**src/rtl/mem_port_arbiter.sv**
```systemverilog
// Arbitrates the single main-memory port between I-cache refills and D-cache
// refills/writebacks, sequencing one LINE_WORDS-beat burst per grant.
module mem_port_arbiter #(
    parameter int LINE_WORDS = 4,
    parameter int ADDR_W     = 32,
    parameter int DATA_W     = 32
) (
    input  logic                          clk,
    input  logic                          reset,
    input  logic                          ic_req,
    input  logic [ADDR_W-1:0]             ic_addr,
    output logic [DATA_W-1:0]             ic_rdata,
    output logic                          ic_rvalid,
    output logic                          ic_done,
    input  logic                          dc_req,
    input  logic                          dc_we,
    input  logic [ADDR_W-1:0]             dc_addr,
    input  logic [DATA_W-1:0]             dc_wdata,
    output logic [DATA_W-1:0]             dc_rdata,
    output logic                          dc_rvalid,
    output logic                          dc_done,
    output logic [$clog2(LINE_WORDS)-1:0] word_idx,
    output logic                          mem_req,
    output logic                          mem_we,
    output logic [ADDR_W-1:0]             mem_addr,
    output logic [DATA_W-1:0]             mem_wdata,
    input  logic [DATA_W-1:0]             mem_rdata,
    input  logic                          mem_ack
);

    localparam int IDX_W      = $clog2(LINE_WORDS);
    localparam int BYTE_SHIFT = $clog2(DATA_W / 8);
    localparam logic [ADDR_W-1:0] OFFSET_MASK = ADDR_W'((LINE_WORDS * (DATA_W / 8)) - 1);
    localparam logic [IDX_W-1:0]  LAST_WORD   = IDX_W'(LINE_WORDS - 1);

    typedef enum logic [1:0] {IDLE, BURST, DONE} state_t;
    typedef enum logic [1:0] {OWN_NONE, OWN_I, OWN_D} owner_t;

    state_t             state, nextState;
    owner_t             owner, nextOwner;
    logic [IDX_W-1:0]   wordCount, nextWordCount;
    logic [ADDR_W-1:0]  lineAddr, nextLineAddr;
    logic               latchedWe, nextWe;
    logic               icDoneReg, dcDoneReg;
    logic               nextIcDone, nextDcDone;
    logic               inBurst;

    always_ff @(posedge clk or posedge reset) begin
        if (reset) begin
            state     <= IDLE;
            owner     <= OWN_NONE;
            wordCount <= '0;
            lineAddr  <= '0;
            latchedWe <= 1'b0;
            icDoneReg <= 1'b0;
            dcDoneReg <= 1'b0;
        end else begin
            state     <= nextState;
            owner     <= nextOwner;
            wordCount <= nextWordCount;
            lineAddr  <= nextLineAddr;
            latchedWe <= nextWe;
            icDoneReg <= nextIcDone;
            dcDoneReg <= nextDcDone;
        end
    end

    // D side wins ties: its miss stalls the whole pipeline, so I progress is blocked anyway.
    always_comb begin
        nextState     = state;
        nextOwner     = owner;
        nextWordCount = wordCount;
        nextLineAddr  = lineAddr;
        nextWe        = latchedWe;
        nextIcDone    = 1'b0;
        nextDcDone    = 1'b0;
        case (state)
            IDLE: begin
                nextWordCount = '0;
                if (dc_req) begin
                    nextState    = BURST;
                    nextOwner    = OWN_D;
                    nextLineAddr = dc_addr & ~OFFSET_MASK;
                    nextWe       = dc_we;
                end else if (ic_req) begin
                    nextState    = BURST;
                    nextOwner    = OWN_I;
                    nextLineAddr = ic_addr & ~OFFSET_MASK;
                    nextWe       = 1'b0;
                end
            end
            BURST: begin
                if (mem_ack) begin
                    if (wordCount == LAST_WORD) begin
                        nextWordCount = '0;
                        nextState     = DONE;
                        nextIcDone    = (owner == OWN_I);
                        nextDcDone    = (owner == OWN_D);
                    end else begin
                        nextWordCount = wordCount + IDX_W'(1);
                    end
                end
            end
            DONE: begin
                nextState = IDLE;
                nextOwner = OWN_NONE;
            end
            default: begin
                nextState = IDLE;
                nextOwner = OWN_NONE;
            end
        endcase
    end

    // Read strobes pass mem_ack straight through so refill data needs no extra buffering.
    always_comb begin
        inBurst   = (state == BURST);
        mem_req   = inBurst;
        mem_we    = inBurst && latchedWe;
        mem_addr  = inBurst ? (lineAddr + (ADDR_W'(wordCount) << BYTE_SHIFT)) : '0;
        word_idx  = inBurst ? wordCount : '0;
        mem_wdata = (inBurst && (owner == OWN_D) && latchedWe) ? dc_wdata : '0;
        ic_rvalid = inBurst && (owner == OWN_I) && mem_ack;
        dc_rvalid = inBurst && (owner == OWN_D) && !latchedWe && mem_ack;
    end

    assign ic_rdata = mem_rdata;
    assign dc_rdata = mem_rdata;
    assign ic_done  = icDoneReg;
    assign dc_done  = dcDoneReg;

endmodule
```
**config.mk**
```make
export PLATFORM = sky130hd
export DESIGN_NAME = mem_port_arbiter
export DESIGN_NICKNAME = d
export VERILOG_FILES = /design/src/rtl/mem_port_arbiter.sv
export SDC_FILE = /design/constraint.sdc
export NUM_CORES = 1
export LEC_CHECK = 0
export ABC_AREA = 1
export ABC_CLOCK_PERIOD_IN_PS = 2040
export CORE_ASPECT_RATIO = 1.5
export CORE_MARGIN = 8
export CORE_UTILIZATION = 34
export DETAILED_ROUTE_END_ITERATION = 7
export PLACE_DENSITY = 0.87
export RECOVER_POWER = 25
export SLEW_MARGIN = 5
export SYNTH_ARGS = -nofsm -noshare
export SYNTH_HDL_FRONTEND = slang
export SYNTH_SLANG_ARGS = --single-unit
```
**constraint.sdc**
```tcl
create_clock -name clk -period 2.04 [get_ports clk]
set_input_delay 0.408 -clock clk [delete_from_list [all_inputs] [get_ports clk]]
set_output_delay 0.408 -clock clk [all_outputs]
set_load 0.1 [all_outputs]
```
# After elaboration in Yosys (flattened, before gate mapping)
# Index checks and enable logic that the tools add are counted.
[totals]
reg_bits = 41
latchBits = 0
ramBits = 0
romBits = 0
input_bits = 134
out_inout_bits = 136
wordCells = 55
mem_count = 0
[classes]
n_addsub = 2
mul = 0
div = 0
magnitude_cmp = 0
n_eq_ne = 7
shifts = 0
n_mux = 23
n_bitwise = 1
n_reduce_logical = 15
[op_table]
columns = ["operator", "n"]
rows = [
  ["$mux W32", 4],
  ["$add A32 B4 Y32", 1],
  ["$mux W2", 8],
  ["$pmux W2 S2", 3],
  ["$mux W1", 8],
  ["$logic_and A1 B1 Y1", 7],
  ["$reduce_and A2 Y1", 3],
  ["$eq A2 B1 Y1 const B", 2],
  ["$eq A2 B2 Y1 const B", 2],
  ["$ne A2 B1 Y1 const B", 2],
  ["$reduce_bool A2 Y1", 2],
  ["$ne A3 B3 Y1 const B", 1],
  ["$reduce_and A3 Y1", 1],
  ["$add A2 B1 Y2 const B", 1],
  ["$logic_not A2 Y1", 1],
  ["$logic_not A1 Y1", 1],
  ["$not A1 Y1", 1],
]

# Logic depth before layout (Yosys ltp)
[logic_depth]
word_depth = 4
depth_mapped = 8
mapped_depth_nobuf = 5

# Worst setup path before layout
# No wires, ideal clock.
[synth_timing]
kind = "flip-flop to output port"
from = "register state[1]"
to = "output word_idx[0]"
t_arrival_ns = 2.543
t_required_ns = 1.632
slack_ns = -0.911
stages_incl_launch_ff = 6
path_cell_list = "dfrtp_1 -> inv_2 -> nand2_4 -> clkbuf_1 -> nor2_1 -> buf_4"
[synth_via]
elab_chain_cells = 2
[synth_rtl]
columns = ["item", "line", "rtl"]
rows = [
  ["start, declared", "39", "state_t state, nextState;"],
  ["start signal, assigned", "58", "state <= nextState;"],
  ["$eq A2 B1 Y1", "117", "inBurst = (state == BURST);"],
  ["$mux W2", "121", "word_idx = inBurst ? wordCount : '0;"],
  ["end, declared", "22", "output logic [$clog2(LINE_WORDS)-1:0] word_idx,"],
]
# Every way passes these cells.

# Worst setup path in the final report
[layout_timing]
from = "register state[1]"
to = "output mem_wdata[10]"
[layout_via]
elab_chain_cells = 4
[layout_rtl]
columns = ["item", "line", "rtl"]
rows = [
  ["$eq A2 B1 Y1", "117", ""],
  ["$logic_and A1 B1 Y1 (2 in series)", "122", "mem_wdata = (inBurst && (owner == OWN_D) && latchedWe) ? dc_wdata : '0;"],
  ["$mux W32", "122", ""],
  ["end, declared", "26", "output logic [DATA_W-1:0] mem_wdata,"],
]
# Every way passes these cells.

==> qor.yml <==
outcome: "finished clean"
boundaryPins: 270
synth_cell_types: 19
ctsHoldBuffers: 0
ys_seq_elements: 37
skew_ps: 3.683
synth-seq-area-share_pct: 31.52
critPathKind: "flop to output pin"
hold_ws_ps: 466.1
grt_remaining_overflow: 0
num_vias: 2992
cp.required_ps: 1630
worst_slew_pin_slew_ps: 501.0
crit_path_end_kind: "output pin"
ir_drop_v: 0.001268
placed_cell_area_um2: 5087
ctsRootBufferMaster: "clkbuf_16"
syn-instance-count: 467
tns_ps: 0
tritoncts: "built"
drtIter0Drc: 152
rows: 41
max_stage_delay_ps: 380
cp-start-kind: "flop"
hold_viol: 0
h-tree-depth: 2
grt_pass1_vias: 3204
dpl.cell_count: 663
cts-buffers-inserted: 5
die_x_um: 91.90
dp_hpwl_um: 8557
clk_path_buf_depth: 2
syn_area_um2: 2938
maxSlewHeadroom_pct: 66.55
final-instance-count-excl-fill: 675
routabilityCongestion: 0.8079
power.density_nw_per_um2: 1611
die-area_um2: 11930
worstPathCellList: "inv_2 > nand2_4 > nor2_4 > nand2_8 > buf_4 > nor2_4 > buf_12"
path_common_cell: "nor2_4"
insertedDiodeCount: 0
mostFrequentLayoutCells: "nand2_1 (183), clkdlybuf4s50_1 (93), buf_12 (71)"
rsz0062_at_grt: "true"
slowest_stage: "dfrtp_1"
track_usage_pct: 17.04
setup_viol: 0
core_area_um2: 8413
total_leakage_power_nw: 2.627
maxCapViolCount: 0
antenna_left: 0
area.growth.synth_to_final_pct: 80.58
period_needed_ps: 2024
layout_commonest_cell: "nand2_1"
vias_per_cell: 4.433
grt_first_pass_wirelength_um: 16140
drt_pass1_iterations: 4
antenna_found_initial: 0
hp-class: "flop to flop"
path_max_fanout: 9
clk_pin_slew_ps: 60
drc_errors: 0
crit_arrival_ps: 1620
avgSynthCellArea_um2: 6.291
finalInstanceArea_um2: 5305
cts.sinks: 37
nNetsFinal: 703
port_buffers: 163
die_y_um: 129.8
yosysWarnings: 0
max_freq_mhz: 494.0
clkLatencyLatePin_ps: 280
min_period_over_period_pct: 99.22
layout-drive-gt1-share_pct: 24.12
routedWlPerCell_um: 15.35
grt_max_degree: 38
drv_slew: 0
nFillCells: 677
initial_utilization_pct: 34.92
wirelength_um: 10360
-- Yosys cell counts --
master / n / share of area, %
buf_2: 9 / 1.5
buf_4: 69 / 18
buf_6: 6 / 2.3
clkbuf_1: 3 / 0.38
conb_1: 1 / 0.13
dfrtp_1: 37 / 32
ha_1: 2 / 0.85
inv_1: 70 / 8.9
inv_2: 2 / 0.26
nand2_1: 183 / 23
nand2_4: 2 / 0.77
nand3_1: 4 / 0.68
nand4_1: 1 / 0.21
nor2_1: 60 / 7.7
nor2_2: 11 / 2.3
nor2_4: 1 / 0.38
nor3_1: 2 / 0.34
o21ai_0: 3 / 0.51
o21ai_1: 1 / 0.17
-- cell type report --
class                           instances  area (um^2)  share of cell area [%]
Clock buffer                            7        152.6                   2.877
Clock inverter                          1        5.005                 0.09434
Timing Repair Buffer                  179         2476                   46.67
Multi-Input combinational cell        272         1341                   25.28
Sequential cell                        37        925.9                   17.45
Tap cell                              107        133.9                   2.524
Inverter                               72        270.3                   5.094
-- flip-flops by register name, summed over array words and instances (netlist names) --
register   count
ic_done        1
latchedWe      1
owner          2
lineAddr      28
dc_done        1
wordCount      2
state          2
-- critical path: cells and delay by family (launching register included) --
| kind | cells | cell delay, ps |
|---|---|---|
| flops | 1 | 380 |
| simple gates | 4 | 480 |
| buf+inv | 3 | 470 |
-- where the power goes --
group          internal, W  switching [W]  total, W
Sequential         0.00104       0.000204   0.00125
Combinational      0.00215        0.00434   0.00649
Clock             0.000517       0.000292  0.000809
Total              0.00371        0.00483   0.00855
-- path summary, 6_finish.rpt --
check	startpoint	endpoint	slack, ps	cells past startpoint
worst max-delay path	state[1]$_DFFE_PP0P_	mem_wdata[10]	20	7
worst min-delay path	lineAddr[14]$_DFFE_PP0P_	lineAddr[14]$_DFFE_PP0P_	470	2
worst max register to register	state[0]$_DFFE_PP0P_	state[0]$_DFFE_PP0P_	590	5
worst min register to register	lineAddr[14]$_DFFE_PP0P_	lineAddr[14]$_DFFE_PP0P_	470	2
max in group asynchronous	reset	lineAddr[22]$_DFFE_PP0P_	1150	3
min in group asynchronous	reset	latchedWe$_DFFE_PP0P_	560	3
-- cells by family after synthesis --
family | after synthesis | share of synthesized area, %
simple gates | 264 | 35.78
compound gates | 4 | 0.6811
other cells | 1 | 0.1276
flops | 37 | 31.52
buf+inv | 159 | 31.05
fa+ha+maj | 2 | 0.8517
-- what timing repair did --
action,in CTS,in global routing
pin swaps,1,1
endpoints found under the setup margin,25,47
buffers inserted,4,0
gates resized for setup,2,4
cloned,0,0
-- through the flow --
step	utilization [%]	setup WS (ps)	total power [W]
floorplan	-	-403.8	0.005934
global placement	60.47	171.4	0.007650
detailed placement	60.47	157.3	0.007745
CTS	62.85	10.80	0.008617
global route	63.06	-45.59	0.008901
finish	63.06	15.85	0.008546
-- per-layer routing --
layer | global-route usage [%] | vias to the layer above | share of wire, %
met5 | 0 | - | 0
li1 | - | 1457 | -
met3 | 4.713 | 48 | 7.0
met2 | 31.97 | 151 | 52
met4 | 8.857 | 0 | 4.2
met1 | 16.56 | 1336 | 36
(Power assumes the default switching activity.)
